[src/rtl/snake_pkg.sv]
// Shared types for the snake head mover: direction encoding and mover FSM states.
package snake_pkg;

  typedef enum logic [1:0] {
    LEFT  = 2'b00,
    RIGHT = 2'b01,
    UP    = 2'b10,
    DOWN  = 2'b11
  } dir_t;

  typedef enum logic [1:0] {
    IDLE = 2'b00,
    RUN  = 2'b01,
    DEAD = 2'b10
  } mover_state_t;

endpackage

[src/rtl/tick_divider.sv]
// Free-running game-tick divider: tick is high on the enabled cycle where the count reaches DIV-1.
module tick_divider #(
  parameter int DIV = 12500000
) (
  input  logic clk,
  input  logic reset,
  input  logic en,
  input  logic clr,
  output logic tick
);

  localparam int CW = $clog2(DIV);
  localparam logic [CW-1:0] LAST = CW'(DIV - 1);

  logic [CW-1:0] count;

  assign tick = en && (count == LAST);

  always_ff @(posedge clk) begin
    if (reset || clr) begin
      count <= '0;
    end else if (en) begin
      count <= tick ? '0 : count + CW'(1);
    end
  end

endmodule

[src/rtl/snake_head_mover.sv]
// Moves the snake head one cell per game tick, stops on a wall hit and supports restart.
module snake_head_mover
  import snake_pkg::*;
#(
  parameter int GRID_W   = 16,
  parameter int GRID_H   = 16,
  parameter int TICK_DIV = 12500000,
  parameter int START_X  = 2,
  parameter int START_Y  = 8
) (
  input  logic                      clk,
  input  logic                      reset,
  input  logic                      start,
  input  logic                      pause,
  input  logic [3:0]                dir_in,
  output logic [$clog2(GRID_W)-1:0] head_x,
  output logic [$clog2(GRID_H)-1:0] head_y,
  output logic                      move_pulse,
  output logic                      running,
  output logic                      game_over
);

  localparam int XW = $clog2(GRID_W);
  localparam int YW = $clog2(GRID_H);
  localparam logic [XW-1:0] X_MAX   = XW'(GRID_W - 1);
  localparam logic [YW-1:0] Y_MAX   = YW'(GRID_H - 1);
  localparam logic [XW-1:0] X_START = XW'(START_X);
  localparam logic [YW-1:0] Y_START = YW'(START_Y);

  mover_state_t  state;
  dir_t          dir;
  logic          tick;
  logic          div_en;
  logic          div_clr;
  logic          hit;
  logic [XW-1:0] next_x;
  logic [YW-1:0] next_y;
  logic          unused_dir_bits;

  assign unused_dir_bits = ^dir_in[3:2];
  assign dir     = dir_t'(dir_in[1:0]);
  assign div_en  = (state == RUN) && !pause;
  assign div_clr = (state != RUN);

  tick_divider #(.DIV(TICK_DIV)) u_tick_divider (
    .clk   (clk),
    .reset (reset),
    .en    (div_en),
    .clr   (div_clr),
    .tick  (tick)
  );

  // Wall check comes first so an out-of-grid coordinate is never computed into the head.
  always_comb begin
    next_x = head_x;
    next_y = head_y;
    hit    = 1'b0;
    case (dir)
      LEFT:  if (head_x == '0)  hit = 1'b1; else next_x = head_x - XW'(1);
      RIGHT: if (head_x == X_MAX) hit = 1'b1; else next_x = head_x + XW'(1);
      UP:    if (head_y == '0)  hit = 1'b1; else next_y = head_y - YW'(1);
      DOWN:  if (head_y == Y_MAX) hit = 1'b1; else next_y = head_y + YW'(1);
      default: hit = 1'b0;
    endcase
  end

  always_ff @(posedge clk) begin
    if (reset) begin
      state      <= IDLE;
      head_x     <= X_START;
      head_y     <= Y_START;
      move_pulse <= 1'b0;
      running    <= 1'b0;
      game_over  <= 1'b0;
    end else begin
      move_pulse <= 1'b0;
      case (state)
        IDLE: begin
          if (start) begin
            state   <= RUN;
            running <= 1'b1;
          end
        end
        RUN: begin
          if (tick) begin
            if (hit) begin
              state     <= DEAD;
              running   <= 1'b0;
              game_over <= 1'b1;
            end else begin
              head_x     <= next_x;
              head_y     <= next_y;
              move_pulse <= 1'b1;
            end
          end
        end
        DEAD: begin
          if (start) begin
            state     <= RUN;
            head_x    <= X_START;
            head_y    <= Y_START;
            running   <= 1'b1;
            game_over <= 1'b0;
          end
        end
        default: begin
          state     <= IDLE;
          running   <= 1'b0;
          game_over <= 1'b0;
        end
      endcase
    end
  end

endmodule
[config.mk]
export PLATFORM = sky130hd
export DESIGN_NAME = snake_head_mover
export DESIGN_NICKNAME = d
export VERILOG_FILES = /design/src/rtl/snake_pkg.sv /design/src/rtl/tick_divider.sv /design/src/rtl/snake_head_mover.sv
export SDC_FILE = /design/constraint.sdc
export NUM_CORES = 1
export LEC_CHECK = 0
export BUFFER_PORTS_ARGS = -buffer_cell sky130_fd_sc_hd__buf_2
export CAP_MARGIN = 15
export CORE_MARGIN = 4
export CORE_UTILIZATION = 40
export CTS_CLUSTER_SIZE = 30
export DETAILED_ROUTE_END_ITERATION = 7
export PLACE_DENSITY = 0.65
export SYNTH_ARGS = -nofsm -noshare
export SYNTH_HDL_FRONTEND = slang
export SYNTH_SLANG_ARGS = --single-unit
[constraint.sdc]
create_clock -name clk -period 2.8 [get_ports clk]
set_input_delay 0.56 -clock clk [delete_from_list [all_inputs] [get_ports clk]]
set_output_delay 0.56 -clock clk [all_outputs]
set_load 0.1 [all_outputs]
**Word level (Yosys, flattened, before mapping)**

Index checks and enable logic that the tools add are counted.

- Bits in registers: 37
- Bits of input ports: 8
- Output and inout bits: 11

- $add $sub $neg: 5
- Equal/unequal tests: 20
- Multiplexer cells: 33
- Bitwise gates (word level): 3
- Reduce and logical (&&, ||, !) cells: 15

Operators by type and width:

| kind | count |
|---|---|
| two-way mux 4 bit | 10 |
| case mux 4 bit (2 select lines) | 4 |
| adder 24 x 1 -> 24 bit (second input constant) | 1 |
| == test 24 bit (second input constant) | 1 |
| two-way mux 24 bit | 1 |
| AND reduction 7 bit | 2 |
| != test 3 bit (second input constant) | 4 |
| two-way mux 1 bit | 11 |
| adder 4 x 1 -> 4 bit (second input constant) | 2 |
| == test 4 bit (second input constant) | 2 |
| logical NOT 4 bit | 2 |
| subtractor 4 x 1 -> 4 bit (second input constant) | 2 |
| == test 2 bit (second input constant) | 3 |
| two-way mux 2 bit | 3 |
| != test 2 x 1 -> 1 bit (second input constant) | 3 |
| != test 2 bit (second input constant) | 3 |
| != test 3 x 1 -> 1 bit (second input constant) | 2 |
| == test 2 x 1 -> 1 bit (second input constant) | 2 |
| logical NOT 2 bit | 2 |
| case mux 1 bit (4 select lines) | 1 |
| case mux 2 bit (2 select lines) | 1 |
| AND reduction 4 bit | 1 |
| inverter 1 bit | 3 |
| case mux 1 bit (3 select lines) | 1 |
| other kinds (8) | 9 |

**Logic depth before layout (Yosys ltp)**

Gate-level depths: netlist (run 1).

- Word-level depth: 6
- Mapped depth: 10

**Cells and area by module**

From an unflattened synthesis (run 1), not the netlist that was laid out.

- Cell total of the unflattened synthesis: 242
- Area, all modules: 2162.1 µm²

By module, submodules not included:

| module | instances | cells each | area an instance (µm²) |
|---|---|---|---|
| tick_divider | 1 | 136 | 1186.1 |
| snake_head_mover | 1 | 106 | 975.9 |

**Worst setup path after synthesis (run 1)**

Ideal clock, no wire load.

- Kind: reg2reg
- From: register state[1]
- To: register head_x[3]
- Library setup time: 0.117 ns
- Arrival time: 2.396 ns
- Required time: 2.683 ns
- Slack: 0.287 ns
- Stages on the path, launching flop included: 9
- Buffers on the path: 1
- Cells stage by stage: dfxtp_1 inv_1 ha_1 buf_2 nand3b_1 or4_4 or4_1 a221o_1 a32o_1

- Longest elaborated chain between the ends: 5

Ends and longest elaborated chain:

| item | RTL line | RTL |
|---|---|---|
| start, declared | snake_head_mover.sv:30 | `mover_state_t state;` |
| start signal, assigned | snake_head_mover.sv:69 | `state <= IDLE;` |
| start signal, assigned | snake_head_mover.sv:80 | `state <= RUN;` |
| start signal, assigned | snake_head_mover.sv:87 | `state <= DEAD;` |
| == test 2 x 1 -> 1 bit | snake_head_mover.sv:42, snake_head_mover.sv:77 |  |
| logical AND 1 bit | snake_head_mover.sv:42 | `assign div_en = (state == RUN) && !pause;` |
| logical AND 1 bit | tick_divider.sv:17 | `assign tick = en && (count == LAST);` |
| != test 2 x 1 -> 1 bit (no line) | - |  |
| AND reduction 7 bit (no line) | - |  |
| end signal, assigned | snake_head_mover.sv:91 | `head_x <= next_x;` |
| end, declared | snake_head_mover.sv:16 | `output logic [$clog2(GRID_W)-1:0] head_x,` |

Parallel ways exist; a longest one is shown, timed or not.
A chain may end at the register's enable or synchronous reset.

**Worst setup path after layout (run 1)**

Ends and elaborated chain as after synthesis.

==> run_results.csv, run 1 <==
group,metric,value,unit
run_status,outcome,"completed",
min_path,hold_path_class,"register to register",
critical_path,crit_type,"register to register",
critical_path,r2r-start,"state[1]",
global_route,overflow,0,
place,dp_slack,128.8,ps
yosys,synth_top_family_by_area,"simple AND/OR/NAND/NOR gates",
critical_path,timing.rr.end,"head_x[3]",
critical_path,worstPathArrival,2720,ps
drt,wl,4383,um
floorplanning,row_count,26,
critical_path,critPathMaxFanout,4,
timing,setup_tns,0,ps
timing,fin_worst_skew,5.550,ps
yosys,yosysSeqAreaShare,0.3528,
yosys,netlist_area,0.002100,sq mm
clocking,path_clk_slew,70,ps
finish,nets,285,
yosys,synth_fp_nets,268,
floorplanning,io_pins,19,
yosys,syn-mean-instance-area,8.466,sq um
clocking,cts.repair.resized,0,
timing,finalSetupViolCount,0,
finish,synthToLayoutAreaGrowth,11.68,%
yosys,yosysTopAreaCell,"dfxtp_1",
job,cap_violations,0,
yosys,postSynth.asyncResetShare,0,
yosys,synthMuxAreaShare,0.004768,
global_route,grt_pass1_vias,1587,
drt,drtAntennaViolNets,0,
global_route,grt_max_degree,23,
timing,worstMarginPinSlew,562.2,ps
yosys,synth_ff_type,"dfxtp_1",
clocking,cts_buffer_depth,2,
yosys,synth_compound_area_frac,0.1263,
critical_path,cpMaxStageDelayCell,"or4_4",
yosys,yosys_warnings,0,
timing,setup_slack,261.2,ps
min_path,hold_start,"u_tick_divider.count[1]",
yosys,ys_types,51,
critical_path,critPathTopFamily,"simple AND/OR/NAND/NOR gates",
finish,nFillCells,514,
timing,hold_viol_final,0,
power_and_ir_drop,leakagePower,0.8045,nW
timing,min_period,2539,ps
yosys,synth_cells,248,
clocking,cts-root-buf,"clkbuf_8",
place,dp_hpwl,3142,um
yosys,ys_seq_elements,37,
drt,firstDrtPassIters,4,
clocking,numCtsBuffers,5,
floorplanning,initial_core_util,0.4111,
critical_path,critical_path_required,2980,ps
critical_path,start_kind,"register",
min_path,min_to,"u_tick_divider.count[1]",
clocking,post_cts_buffers,0,
timing,fmax,393.9,MHz
clocking,cts_tree,"built",
clocking,htree_levels,2,
yosys,synthXorXnorAreaFrac,0.1085,
power_and_ir_drop,cellPowerDensity,933.0,mW/mm^2
yosys,yosys-top-cells-area,"dfxtp_1, xnor2_1, ha_1",
clocking,insertion_delay,290,ps
global_route,antenna_found_initial,0,
global_route,track_usage,0.1450,
finish,diodes,0,
critical_path,r2r_slack,260,ps
critical_path,path_cells,"inv_1 > ha_1 > nand3b_1 > or4_4 > or4_1 > a221o_1 > a32o_1",
drt,drc_errors,0,
drt,drtIter0Drc,75,
finish,drive_gt1_frac,0.1132,
drt,routedWlPerCell,13.08,um
timing,max_slew_margin,0.6241,
floorplanning,die_area,0.006472,sq mm
place,globalplace.congestion,0.7801,
timing,fin_crit_sh,0.9067,
critical_path,end_kind,"register",
floorplanning,core-area,0.005107,sq mm
timing,drv_slew,0,
floorplanning,die-width,80.45,um
clocking,cts.sinks,37,
yosys,synth.top_cell.area_share,0.3528,
floorplanning,fp.dieH,80.45,um
power_and_ir_drop,ir_drop,667.5,uV
min_path,hold_depth,2,
drt,vias_per_cell,5.242,
yosys,synth_edf_count,0,
yosys,synthAdderAreaFrac,0.07867,
critical_path,critPathMaxStageDelay,550,ps
critical_path,ff2ff_path_depth,7,
clocking,ctsHoldBuffers,0,
timing,rsz0062_at_grt,"no",
global_route,grt_pass1_wl,7458,um
critical_path,path_buf_inv,1,
yosys,synth_simple_gate_area_share,0.2872,
drt,via_count,1756,
place,io_buffer_count,16,
-- worst register-to-register path, stage by stage (launching register included) --
cell and delay (ps):
dfxtp_1 340, inv_1 110, ha_1 180, nand3b_1 140, or4_4 550, or4_1 510
a221o_1 350, a32o_1 250
-- per-layer routing --
metal,vias to the layer above,track usage,part of all wire,wire [um]
met3,7,0.03251,0.042,182
met5,-,0,0,0
li1,917,-,-,-
met2,29,0.2185,0.44,1936
met4,0,0.05068,0.016,70
met1,803,0.2022,0.50,2194
-- flip-flops by register name (all words and copies together) (netlist names) --
signal                count
state                     2
head_y                    4
running                   1
game_over                 1
head_x                    4
move_pulse                1
u_tick_divider.count     24
-- per-stage QoR --
stage | hold slack, ps | power [mW] | area, sq um | instances | util
after global routing | 500.9 | 2.333 | 2345 | 335 | 0.4591
after detailed placement | 461.9 | 1.823 | 2258 | 328 | 0.4422
after global placement | 451.8 | 1.810 | 2258 | 328 | 0.4422
after CTS | 470.5 | 2.209 | 2345 | 335 | 0.4591
final | 470.4 | 2.188 | 2345 | 335 | 0.4591
after floorplan | 441.0 | 1.617 | 2100 | 248 | -
-- area by class of cell --
| type | count | area [sq um] | area share |
|---|---|---|---|
| clock buffer | 7 | 86.33 | 0.03682 |
| inverter | 13 | 48.80 | 0.02081 |
| multi-input combinational | 188 | 1271 | 0.5422 |
| sequential | 37 | 740.7 | 0.3159 |
| tap | 70 | 87.58 | 0.03735 |
| timing repair buffer | 20 | 110.1 | 0.04696 |
-- kinds of logic after synthesis --
| kind of cell | Yosys count |
|---|---|
| simple gates | 112 |
| compound gates | 37 |
| flops | 37 |
| xor+xnor | 26 |
| buf+inv | 23 |
| fa+ha+maj | 12 |
| mux | 1 |
-- layout by cell type (no fill, tap or decap), drive strengths merged, types with 2 or more instances in the layout --
master / n
dfxtp: 37
nor2b: 2
nand4: 4
or4: 8
buf: 20
and2: 4
xnor2: 18
o2111ai: 2
nor2: 30
fa: 2
nor4: 8
and4: 3
ha: 10
a211o: 2
o211ai: 3
inv: 13
clkbuf: 7
nand2b: 3
nand3b: 3
nor3: 7
a21o: 3
a21oi: 10
o21ai: 4
nand3: 18
nand2: 14
xor2: 8
or3: 2
-- cell usage after synthesis (3+ instances only) --
master    count
and4_1        3
nor2_1       30
nor3_1        7
nand3_1      18
nand2b_1      3
dfxtp_1      37
or4_1         7
xor2_1        8
o21ai_0       3
nor4_1        8
and2_1        4
a21oi_1      10
o211ai_1      3
nand2_1      14
nand3b_1      3
clkbuf_1      7
inv_1        13
a21o_1        3
ha_1         10
nand4_1       3
xnor2_1      18
-- how the worst max path moves through the flow --
stage / slack, ps / startpoint / cells after the start / to
after CTS: 260 / state[1] / 7 / head_x[3]
final: 260 / state[1] / 7 / head_x[3]
after detailed placement: 130 / pause / 6 / head_x[3]
after global placement: 140 / pause / 6 / head_x[3]
after global routing: 160 / state[1] / 7 / head_x[0]
after floorplan: 290 / state[1] / 8 / head_x[3]
-- power breakdown --
group          switching [mW]  leakage, nW  internal (mW)  total, mW
Clock                   0.182       0.0443          0.195      0.378
Sequential             0.0895        0.299          0.598      0.687
Combinational           0.792        0.461          0.331       1.12
Total                    1.06        0.804           1.12       2.19
No activity file was read; power rests on OpenSTA's default activity.
==> run 2: changes to the inputs <==
- ABC_AREA: unset -> 1
==> run_results.csv, run 2 <==
group,metric,value,unit
critical_path,start_kind,"register",
job,cap_violations,0,
global_route,grt_use_met3,0.02748,
floorplanning,initial_core_util,0.4192,
floorplanning,core-area,0.005608,sq mm
drt,vias_per_cell,4.834,
timing,fin_hold_ws,440.7,ps
place,globalplace.congestion,0.8195,
timing,setup_slack,942.6,ps
critical_path,critPathMaxFanout,10,
finish,top_regs,"u_tick_divider.count (24), head_x (4), head_y (4)",
yosys,yosysMostFrequentCell,"nand2_1",
timing,hold_viol_final,0,
yosys,yosys-top-cells-area,"dfxtp_1, nand2_1, nor2_1",
finish,drive_gt1_frac,0.1499,
global_route,antenna_found_initial,0,
power_and_ir_drop,cellPowerDensity,865.9,mW/mm^2
finish,final_common_cell,"nand2_1",
global_route,grt_pass1_wl,8466,um
timing,rsz0062_at_grt,"no",
clocking,cts_tree,"built",
yosys,ys_types,38,
place,io_buffer_count,16,
clocking,cts.repair.resized,0,
critical_path,crit_type,"register to register",
finish,stdcell_count,439,
drt,via_count,2122,
yosys,postSynth.asyncResetShare,0,
place,placed_area,0.002522,sq mm
critical_path,timing.rr.end,"u_tick_divider.count[21]",
timing,fmax,538.4,MHz
clocking,ctsHoldBuffers,0,
clocking,numCtsBuffers,5,
yosys,ys_seq_elements,37,
yosys,synth_ff_type,"dfxtp_1",
drt,drc_errors,0,
global_route,grt_use_met1,0.1883,
finish,stdcell_area,0.002605,sq mm
finish,synthToLayoutAreaGrowth,10.80,%
timing,fin_worst_skew,10.38,ps
power_and_ir_drop,pwr-share-clk,0.164,
yosys,synth_fp_nets,364,
clocking,cts.sinks,37,
finish,regMostFlops,"u_tick_divider.count",
place,dp_slack,727.5,ps
finish,final_cell_mix,"nand2_1, nor2_1, inv_1, dfxtp_1, a21oi_1",
min_path,hold_start,"reset",
critical_path,end_kind,"register",
power_and_ir_drop,p_seq_frac,0.292,
drt,drtIter0Drc,71,
yosys,yosysSeqAreaShare,0.3151,
global_route,track_usage,0.1417,
finish,diodes,0,
yosys,yosys_warnings,0,
clocking,cts_buffer_depth,2,
timing,min_period,1857,ps
yosys,synth.top_cell.area_share,0.3151,
min_path,hold_path_class,"input port to register",
min_path,min_to,"state[0]",
power_and_ir_drop,ir_drop,697.3,uV
drt,firstDrtPassIters,4,
run_status,outcome,"completed",
drt,drtAntennaViolNets,0,
floorplanning,row_count,27,
drt,wl,4793,um
drt,routedWlPerCell,10.92,um
floorplanning,die-width,84.67,um
power_and_ir_drop,swShare,0.4998,
timing,setup_tns,0,ps
global_route,met2_usage,0.2292,
timing,worstMarginPinSlew,485.7,ps
finish,largest_reg_flops,24,
critical_path,crit_start,"state[1]",
global_route,overflow,0,
place,dpl.cell_count,431,
timing,drv_slew,0,
global_route,top_usage_layer,"met2",
global_route,grt_pass1_vias,1907,
critical_path,ff2ff_path_depth,11,
clocking,path_clk_slew,80,ps
finish,finish.utilization,0.4645,
clocking,insertion_delay,290,ps
yosys,yosys-top-cells-count,"nand2_1, nor2_1, inv_1",
timing,max_slew_margin,0.6784,
yosys,netlist_area,0.002351,sq mm
yosys,syn-mean-instance-area,6.834,sq um
timing,fin_crit_sh,0.6634,
power_and_ir_drop,p_comb_frac,0.545,
floorplanning,die_area,0.007168,sq mm
timing,finalSetupViolCount,0,
floorplanning,io_pins,19,
yosys,synth_edf_count,0,
power_and_ir_drop,power,2.256,mW
critical_path,r2r_slack,940,ps
clocking,post_cts_buffers,0,
power_and_ir_drop,p_int,1.128,mW
power_and_ir_drop,leakagePower,1.046,nW
min_path,hold_depth,2,
finish,nets,386,
critical_path,worstPathArrival,2050,ps
yosys,yosysTopAreaCell,"dfxtp_1",
floorplanning,fp.dieH,84.67,um
global_route,grt_max_degree,13,
critical_path,critical_path_required,3000,ps
yosys,synth_cells,344,
finish,nFillCells,588,
clocking,cts-root-buf,"clkbuf_8",
place,dp_hpwl,3686,um
clocking,htree_levels,2,
critical_path,r2r-start,"state[1]",
power_and_ir_drop,p_sw,1.127,mW
run 2: cell types whose count changed after synthesis, moves of 4 or more:
| cell | previous run | this run |
|---|---|---|
| clkbuf_1 | 7 | 1 |
| nand2_1 | 14 | 79 |
| or4_1 | 7 | 0 |
| nor2_2 | 0 | 5 |
| and2_1 | 4 | 0 |
| nand4_1 | 3 | 10 |
| nor4_1 | 8 | 1 |
| nor2_1 | 30 | 60 |
| inv_1 | 13 | 42 |
| o21ai_0 | 3 | 9 |
| xnor2_1 | 18 | 1 |
| nand3_2 | 0 | 6 |
| a21oi_1 | 10 | 20 |
run 2: cell families (layout without fill, tap and decap cells):
logic type / after synthesis / after routing / synth area share
and+or+nand+nor: 203 / 203 / 0.4242
DFF: 37 / 37 / 0.3151
adders and majority gates: 12 / 12 / 0.07025
AOI/OAI and AO/OA: 37 / 37 / 0.08569
buffers and inverters: 48 / 71 / 0.07876
xor gates and xnor gates: 7 / 7 / 0.02608
run 2: area by class of cell:
type	count	area, sq um	area share
Clock inverter	2	10.01	0.003842
Timing Repair Buffer	18	95.09	0.03650
Clock buffer	6	72.57	0.02786
Multi-Input combinational cell	259	1425	0.5471
Tap cell	72	90.09	0.03458
Inverter	45	171.4	0.06580
Sequential cell	37	740.7	0.2843
run 2: worst max-delay path, stage by stage (launching register included):
cell      delay [ps]
dfxtp_1          330
inv_1            130
ha_1             180
nand2_1          110
clkinv_2         150
nand3_2          130
nor2_4           170
nand3_2          150
nor2_1           190
nand4_1          100
nand2_1           70
nor2_1            40
run 2: per-layer routing:
layer	routed length, um	vias to the layer above
met3	171	7
met5	0	-
met4	68	0
met1	2435	947
li1	-	1142
met2	2118	26
run 2: power groups by stage:
stage / logic [mW] / clock network, mW / registers (mW)
after floorplan: 0.727 / 0 / 0.969
after CTS: 1.24 / 0.382 / 0.660
final: 1.23 / 0.369 / 0.659
after detailed placement: 1.23 / 0 / 0.672
after global placement: 1.21 / 0 / 0.671
after global routing: 1.37 / 0.401 / 0.673
run 2: how the worst max path moves through the flow:
stage / to / slack, ps
final: u_tick_divider.count[21] / 940
after global routing: u_tick_divider.count[21] / 650
after CTS: u_tick_divider.count[15] / 930
after detailed placement: head_x[3] / 730
after global placement: head_x[3] / 760
after floorplan: head_y[1] / 590
